==> src/rtl/card_rom_arbiter_if.sv <==
// card_rom_arbiter_if
// Groups the requester-side and ROM-side signals of the card ROM arbiter.
//   req      per-requester read request (level)
//   addr     flattened requester addresses, requester i at [i*ADDR_W +: ADDR_W]
//   gnt      one-hot grant, one cycle after the accepted request
//   rom_addr registered ROM address
//   rom_data ROM read data, ROM_LAT cycles after rom_addr
//   rdata    registered read data returned to the requesters
//   rvalid   one-hot owner of rdata
// The master modport is the environment (draw layers plus the ROM itself);
// the slave modport is the arbiter.
interface card_rom_arbiter_if #(
  parameter int N_REQ  = 4,
  parameter int ADDR_W = 13,
  parameter int DATA_W = 12
) ();
  logic [N_REQ-1:0]        req;
  logic [N_REQ*ADDR_W-1:0] addr;
  logic [N_REQ-1:0]        gnt;
  logic [ADDR_W-1:0]       rom_addr;
  logic [DATA_W-1:0]       rom_data;
  logic [DATA_W-1:0]       rdata;
  logic [N_REQ-1:0]        rvalid;

  modport master (
    output req, addr, rom_data,
    input  gnt, rom_addr, rdata, rvalid
  );

  modport slave (
    input  req, addr, rom_data,
    output gnt, rom_addr, rdata, rvalid
  );
endinterface

==> src/rtl/card_rom_arbiter.sv <==
// card_rom_arbiter
// Shares one synchronous card-image ROM port between N_REQ draw layers,
// one access per clock. Each read returns with a one-hot owner tag at a
// fixed latency: request in cycle n -> gnt/rom_addr in n+1 -> rdata/rvalid
// in n+2+ROM_LAT.
// Ports:
//   clk  pixel clock
//   rst  synchronous, active-high reset
//   bus  card_rom_arbiter_if.slave (req, addr, rom_data in; gnt, rom_addr,
//        rdata, rvalid out)
// Build option:
//   CARD_ARB_FIXED_PRIO_EN  fixed priority, lowest index wins, no last
//                           pointer. Default (undefined) is round-robin.
module card_rom_arbiter #(
  parameter int N_REQ   = 4,
  parameter int ADDR_W  = 13,
  parameter int DATA_W  = 12,
  parameter int ROM_LAT = 1
) (
  input logic              clk,
  input logic              rst,
  card_rom_arbiter_if.slave bus
);

  localparam int IDX_W = $clog2(N_REQ);

  logic             any_req;
  logic [IDX_W-1:0] win_idx;
  // tag_pipe[k] carries the grant tag k+1 cycles after gnt; the last stage
  // lines up with rom_data for that grant.
  logic [N_REQ-1:0] tag_pipe [ROM_LAT];

  assign any_req = |bus.req;

`ifdef CARD_ARB_FIXED_PRIO_EN
  function automatic logic [IDX_W-1:0] fixed_pick(input logic [N_REQ-1:0] r);
    logic [IDX_W-1:0] pick;
    pick = '0;
    for (int i = N_REQ - 1; i >= 0; i--) begin
      if (r[i]) pick = IDX_W'(i);
    end
    return pick;
  endfunction

  assign win_idx = fixed_pick(bus.req);
`else
  logic [IDX_W-1:0] last;

  // Search last+1, last+2, ... wrapping; last itself is checked last so a
  // lone requester still wins every cycle.
  function automatic logic [IDX_W-1:0] rr_pick(input logic [N_REQ-1:0] r,
                                               input logic [IDX_W-1:0] l);
    logic [IDX_W-1:0] pick;
    logic             found;
    int               j;
    pick  = '0;
    found = 1'b0;
    for (int k = 1; k <= N_REQ; k++) begin
      j = int'(l) + k;
      if (j >= N_REQ) j = j - N_REQ;
      if (!found && r[j]) begin
        found = 1'b1;
        pick  = IDX_W'(j);
      end
    end
    return pick;
  endfunction

  assign win_idx = rr_pick(bus.req, last);
`endif

  always_ff @(posedge clk) begin
    if (rst) begin
      bus.gnt      <= '0;
      bus.rom_addr <= '0;
      bus.rdata    <= '0;
      bus.rvalid   <= '0;
      for (int k = 0; k < ROM_LAT; k++) tag_pipe[k] <= '0;
`ifndef CARD_ARB_FIXED_PRIO_EN
      last <= IDX_W'(N_REQ - 1);
`endif
    end else begin
      if (any_req) begin
        bus.gnt      <= N_REQ'(1) << win_idx;
        bus.rom_addr <= bus.addr[win_idx*ADDR_W +: ADDR_W];
`ifndef CARD_ARB_FIXED_PRIO_EN
        last <= win_idx;
`endif
      end else begin
        // Idle: zero tag enters the pipe, rom_addr keeps its last value.
        bus.gnt <= '0;
      end

      tag_pipe[0] <= bus.gnt;
      for (int k = 1; k < ROM_LAT; k++) tag_pipe[k] <= tag_pipe[k-1];

      bus.rvalid <= tag_pipe[ROM_LAT-1];
      if (|tag_pipe[ROM_LAT-1]) bus.rdata <= DATA_W'(bus.rom_data);
    end
  end

endmodule
==> src/flat_wrapper.sv <==
// flat-port wrapper written by rule: the top's interface ports become plain ports
module card_rom_arbiter_flat 
#(
  parameter int N_REQ   = 4,
  parameter int ADDR_W  = 13,
  parameter int DATA_W  = 12,
  parameter int ROM_LAT = 1
)
  (clk, rst, bus_req, bus_addr, bus_rom_data, bus_gnt, bus_rom_addr, bus_rdata, bus_rvalid);
  card_rom_arbiter_if #(.N_REQ(N_REQ), .ADDR_W(ADDR_W), .DATA_W(DATA_W)) bus_i ();
  input logic clk;
  input logic rst;
  input wire logic [$bits(bus_i.req)-1:0] bus_req;
  input wire logic [$bits(bus_i.addr)-1:0] bus_addr;
  input wire logic [$bits(bus_i.rom_data)-1:0] bus_rom_data;
  output wire logic [$bits(bus_i.gnt)-1:0] bus_gnt;
  output wire logic [$bits(bus_i.rom_addr)-1:0] bus_rom_addr;
  output wire logic [$bits(bus_i.rdata)-1:0] bus_rdata;
  output wire logic [$bits(bus_i.rvalid)-1:0] bus_rvalid;
  assign bus_i.req = bus_req;
  assign bus_i.addr = bus_addr;
  assign bus_i.rom_data = bus_rom_data;
  assign bus_gnt = bus_i.gnt;
  assign bus_rom_addr = bus_i.rom_addr;
  assign bus_rdata = bus_i.rdata;
  assign bus_rvalid = bus_i.rvalid;
  card_rom_arbiter #(.N_REQ(N_REQ), .ADDR_W(ADDR_W), .DATA_W(DATA_W), .ROM_LAT(ROM_LAT)) u_core (.clk(clk), .rst(rst), .bus(bus_i));
endmodule
==> config.mk <==
export PLATFORM = sky130hd
export DESIGN_NAME = card_rom_arbiter_flat
export DESIGN_NICKNAME = d
export VERILOG_FILES = /design/src/rtl/card_rom_arbiter_if.sv /design/src/rtl/card_rom_arbiter.sv /design/src/flat_wrapper.sv
export SDC_FILE = /design/constraint.sdc
export NUM_CORES = 1
export LEC_CHECK = 0
export ABC_AREA = 1
export BUFFER_PORTS_ARGS = -buffer_cell sky130_fd_sc_hd__clkbuf_2
export CORE_ASPECT_RATIO = 1.5
export CORE_UTILIZATION = 30
export CTS_CLUSTER_SIZE = 30
export DETAILED_ROUTE_END_ITERATION = 16
export PLACE_DENSITY = 0.61
export SYNTH_ARGS = -nofsm -noshare
export SYNTH_HDL_FRONTEND = slang
export SYNTH_SLANG_ARGS = --single-unit
==> constraint.sdc <==
create_clock -name clk -period 2.1 [get_ports clk]
set_input_delay 0.315 -clock clk [delete_from_list [all_inputs] [get_ports clk]]
set_output_delay 0.315 -clock clk [all_outputs]
set_load 0.005 [all_outputs]
Word-level counts from Yosys, hierarchy flattened --
Memories as Yosys holds them, arrays and structs flattened. Index checks and enable logic that the tools add are counted.
Operators by class: muxes and demuxes 28, shift-type cells 2, multiply operators 1, bitwise gates (word level) 1, reductions and logical operators 10, add/sub/neg operators 8, divide/modulo/power cells 0, order comparisons 8, eq/ne operators 0
Operator list (number):
- greater-or-equal comparator 32 x 4 -> 1 bit, second input constant | 4
- less-than comparator 32 x 4 -> 1 bit, second input constant | 4
- 2-to-1 mux 32 bit | 4
- subtractor 32 x 4 -> 32 bit, second input constant | 4
- variable part select 52 x 7 -> 13 bit | 1
- 2-to-1 mux 1 bit | 15
- OR reduction 4 bit | 3
- binary-select mux 1 bit (select 2 bit) | 4
- 2-to-1 mux 2 bit | 4
- adder 2 x 2 -> 3 bit, second input constant | 2
- multiplier 2 x 4 -> 6 bit, second input constant | 1
- adder 2 x 3 -> 4 bit, second input constant | 1
- 2-to-1 mux 4 bit | 1
- << shifter 1 x 2 -> 4 bit, first input constant | 1
- adder 2 x 1 -> 3 bit, second input constant | 1
- logical AND 1 bit | 3
- logical NOT 1 bit | 3
- OR reduction 2 bit | 1
- NOT 1 bit | 1
Word-level totals: memories 1, output and inout bits 33, logic and storage cells 64, ROM bits 0, bits in writable memories 4, register bits 35, latch bits 0
Memories:
- u_core.tag_pipe | words 1, width 4, read ports 1, clocked after Yosys merged registers in 0, wr ports 1, RTL line card_rom_arbiter.sv:31 | logic [N_REQ-1:0] tag_pipe [ROM_LAT];

Longest topological paths before layout --
depth after elaboration 18, mapped depth 15, depth with buffers taken out 13

Worst setup path before layout --
OpenSTA, ideal clock, no wires.
kind reg-to-reg, start point register u_core.last[0], end point register u_core.bus.rom_addr[11], clock period less this slack 1.701 ns, arrival 1.588 ns, setup slack 0.399 ns, cell stages (with the launch flop) 13, path buffers 2, cell sequence dfxtp_1 buf_6 nand2_2 nand2_1 nand2_1 nand2_2 nor2_8 nand3_1 a21oi_2 buf_6 nand3_2 nand3_2 nand2_1
On the way: cells in the longest elaborated chain, start to end 18, elaborated cells between the ends (all ways) 43, classes of those cells add/sub (8); mul (1); order compare (4); shift (1); mux (23); reduce/logical (6)
Ends and longest elaborated chain:
- start: declaration | RTL line card_rom_arbiter.sv:47 | logic [IDX_W-1:0] last;
- start signal: assignment | RTL line card_rom_arbiter.sv:80 | last <= IDX_W'(N_REQ - 1);
- start signal: assignment | RTL line card_rom_arbiter.sv:87 | last <= win_idx;
- adder 2 x 1 -> 3 bit | RTL line card_rom_arbiter.sv:59 | j = int'(l) + k;
- subtractor 32 x 4 -> 32 bit or greater-or-equal comparator 32 x 4 -> 1 bit (tied branches) | RTL line card_rom_arbiter.sv:60 | if (j >= N_REQ) j = j - N_REQ;
- 2-to-1 mux 32 bit | RTL line card_rom_arbiter.sv:60
- binary-select mux 1 bit (select 2 bit) | RTL line card_rom_arbiter.sv:61 | if (!found && r[j]) begin
- 2-to-1 mux 1 bit (not written as such) (2 in series) | RTL line card_rom_arbiter.sv:61
- 2-to-1 mux 1 bit | RTL line card_rom_arbiter.sv:61
- logical NOT 1 bit | RTL line card_rom_arbiter.sv:61
- logical AND 1 bit | RTL line card_rom_arbiter.sv:61
- 2-to-1 mux 1 bit | RTL line card_rom_arbiter.sv:61
- logical NOT 1 bit | RTL line card_rom_arbiter.sv:61
- logical AND 1 bit | RTL line card_rom_arbiter.sv:61
- 2-to-1 mux 1 bit | RTL line card_rom_arbiter.sv:61
- logical NOT 1 bit | RTL line card_rom_arbiter.sv:61
- logical AND 1 bit | RTL line card_rom_arbiter.sv:61
- 2-to-1 mux 2 bit * | RTL line card_rom_arbiter.sv:61
- multiplier 2 x 4 -> 6 bit * | RTL line card_rom_arbiter.sv:85 | bus.rom_addr <= bus.addr[win_idx*ADDR_W +: ADDR_W];
- variable part select 52 x 7 -> 13 bit * | RTL line card_rom_arbiter.sv:85
- end signal: assignment | RTL line card_rom_arbiter.sv:85
- end: declaration | RTL line card_rom_arbiter_if.sv:32 | output gnt, rom_addr, rdata, rvalid
Mark *: on every way between the ends. The rest lies on a longest branch, timed or not. The select of a mux whose other input is x is not followed. A chain may end at the register's enable or synchronous reset.

Worst setup path after layout --
start point register u_core.last[0], end point register u_core.bus.rom_addr[5]
Same word-level chain as after synthesis.

==> out/results.ini <==
[detailed_routing]
drt-pass1-iter-count=5
vias=2207
wl_um=5360
antenna_left=0
wl_per_cell_um=11.3
via_per_inst=4.65
dr.first_iter.drc_count=78
drc=0

[power_and_ir_drop]
p_sw_mw=2.26
pwr-share-seq=0.234
leakage_nw=1.47
p_int_mw=2.59
ir_worst_vdd_mv=0.848
swShare=0.466
p_comb_frac=0.636
power_frac_clock=0.130
powerDensity_mw_per_mm2=1750

[sta]
worst_slack_ns=0.238
max_freq_mhz=537
setup_viol=0
skew_ns=0.00900
setup-tns-final_ns=0
relSlewSlack=0.208
hold_slack_ns=0.287
drv_slew=0
fin_crit_ns=1.86
hold_viol_final=0
tightest_slew_ns=1.18
grt_setup_unrepaired=false
fin_crit_sh=0.887

[run]
drv_cap=0

[floorplanning]
start_util=0.315
coreArea_mm2=0.00658
chipHeight_um=104
row_count=36
fp.dieW_um=69.8
dieArea_mm2=0.00725
io_pins=103

[worst_setup_path]
start_kind=flip-flop
crit_arrival_ns=2.05
endpoint_kind=flip-flop
worst-setup-path-type=reg2reg
reg2regPathDepth=14
worstPathMaxFanout=26
critPathRequiredTime_ns=2.29

[global_routing]
grt_pass1_wl_um=9330
globalRouteOverflowTotal=0
track_usage=0.156
antenna_found_initial=0
grt_max_degree=27
grt_pass1_vias=2126

[cts]
root_buffer=clkbuf_8
cts.clk_slew.worst_paths_ns=0.09
cts_buffer_depth=2
htree_levels=2
clock-sinks=39
cts_made_buffers=5
cts_tree=built
worstSkewPairLatency_ns=0.29
ctsHoldBuffers=0
post-cts-setup-buffers=0

[synthesis]
synth_area_leaders=dfxtp_1 (38%), nand3_1 (15%), nand2_1 (13%)
netlist_area_mm2=0.00207
yosys.area_share.adder=0
synth_compound_area_frac=0.0508
yosys.area_share.simple=0.490
synth_top_family_by_area=simple AND/OR/NAND/NOR gates
yosys.area.top_type=dfxtp_1
yosysWarnings=0
syn_area_per_cell_um2=6.97
synth_xor_area_frac=0
synth_nets=367
synthCells=297
synth_seq_cells=39
netlist.area_leader.share=0.377
yosysUniqueCellTypes=25
synthMuxAreaShare=0
yosysSeqAreaShare=0.377

[place]
place_hpwl_um=4220
dp_slack_ns=0.185
port_buffers=102
gp_congestion=0.811

[layout]
drive_above_1_share=0.388
finish.utilization=0.423
final_cell_mix=clkbuf_2 (102), nand2_1 (72), nand3_1 (60)
diodes=0
mostFrequentLayoutCell=clkbuf_2
fin_nets=468
fill_cells=700
area_growth_pct=34.2

[min_path]
hold_class=in2reg
hold_path_depth=3

[run_status]
status=finished clean

## power by group through the flow
stage                     sequential (mW)  combinational (mW)  clock, mW
after floorplan                      1.17                2.32          0
after global placement               1.15                3.06          0
after detailed placement             1.15                3.09          0
after CTS                            1.14                3.10      0.652
after global routing                 1.17                3.50      0.681
final                                1.14                3.09      0.629
## per-stage QoR
step                      std cells  area, um2  power [mW]
after floorplan                 297       2070        3.49
after global placement          467       2660        4.21
after detailed placement        467       2660        4.24
after CTS                       475       2770        4.89
after global routing            475       2780        5.35
final                           475       2780        4.86
## cell type report
| type | count | area (um2) | area share |
|---|---|---|---|
| Timing Repair Buffer | 110 | 603 | 0.217 |
| Clock inverter | 3 | 43.8 | 0.0158 |
| Sequential cell | 39 | 781 | 0.281 |
| Multi-Input combinational cell | 224 | 1120 | 0.403 |
| Inverter | 18 | 67.6 | 0.0243 |
| Tap cell | 76 | 95.1 | 0.0342 |
| Clock buffer | 5 | 68.8 | 0.0248 |
## what timing repair did
action,in CTS,in global routing
hold endpoints to repair,0,0
gates resized for setup,0,2
setup endpoints to repair,0,5
## kinds of logic after synthesis
kind of cell    after synthesis
simple gates                206
compound gates               18
flops                        39
buf+inv                      34
## worst paths after layout
check                     from                endpoint  slack (ns)
max             u_core.last[0]  u_core.bus.rom_addr[5]        0.24
min            bus_rom_data[5]     u_core.bus.rdata[5]        0.29
max reg2reg     u_core.last[0]  u_core.bus.rom_addr[5]        0.24
min reg2reg  u_core.bus.gnt[3]   u_core.tag_pipe[0][3]        0.42
## state kept, by name, summed over array words and instances (netlist names)
register / count
u_core.tag_pipe: 4
u_core.bus.rvalid: 4
u_core.bus.rdata: 12
u_core.bus.gnt: 4
u_core.last: 2
u_core.bus.rom_addr: 13
## synth_stat cells (all sizes together)
library cell  count
nand2            91
a22oi             2
o21ai            13
o21bai            1
nand4             2
inv              18
nor4              2
clkbuf            5
a21oi             2
dfxtp            39
buf              11
nor2             41
nand3            70
## per-layer routing
metal / routed length [um] / vias up / GRT usage
met2: 2650 / 108 / 0.278
met1: 2240 / 934 / 0.181
met5: 0 / - / 0
li1: - / 1159 / -
met3: 368 / 6 / 0.0292
met4: 93 / 0 / 0.0571
## critical path, cell delays in order (launching register included)
cell and delay [ns]:
dfxtp_1 0.33, buf_6 0.15, nand2_2 0.06, nand2_1 0.07, nand2_1 0.10, nand2_2 0.11, nor2_8 0.16, nand2_2 0.10
nand2_4 0.09, nand2_2 0.09, buf_12 0.18, nand2_1 0.06, nand3_1 0.08, nand3_1 0.11, nand2_1 0.06
Note: power is estimated with default switching activity, not from simulation.
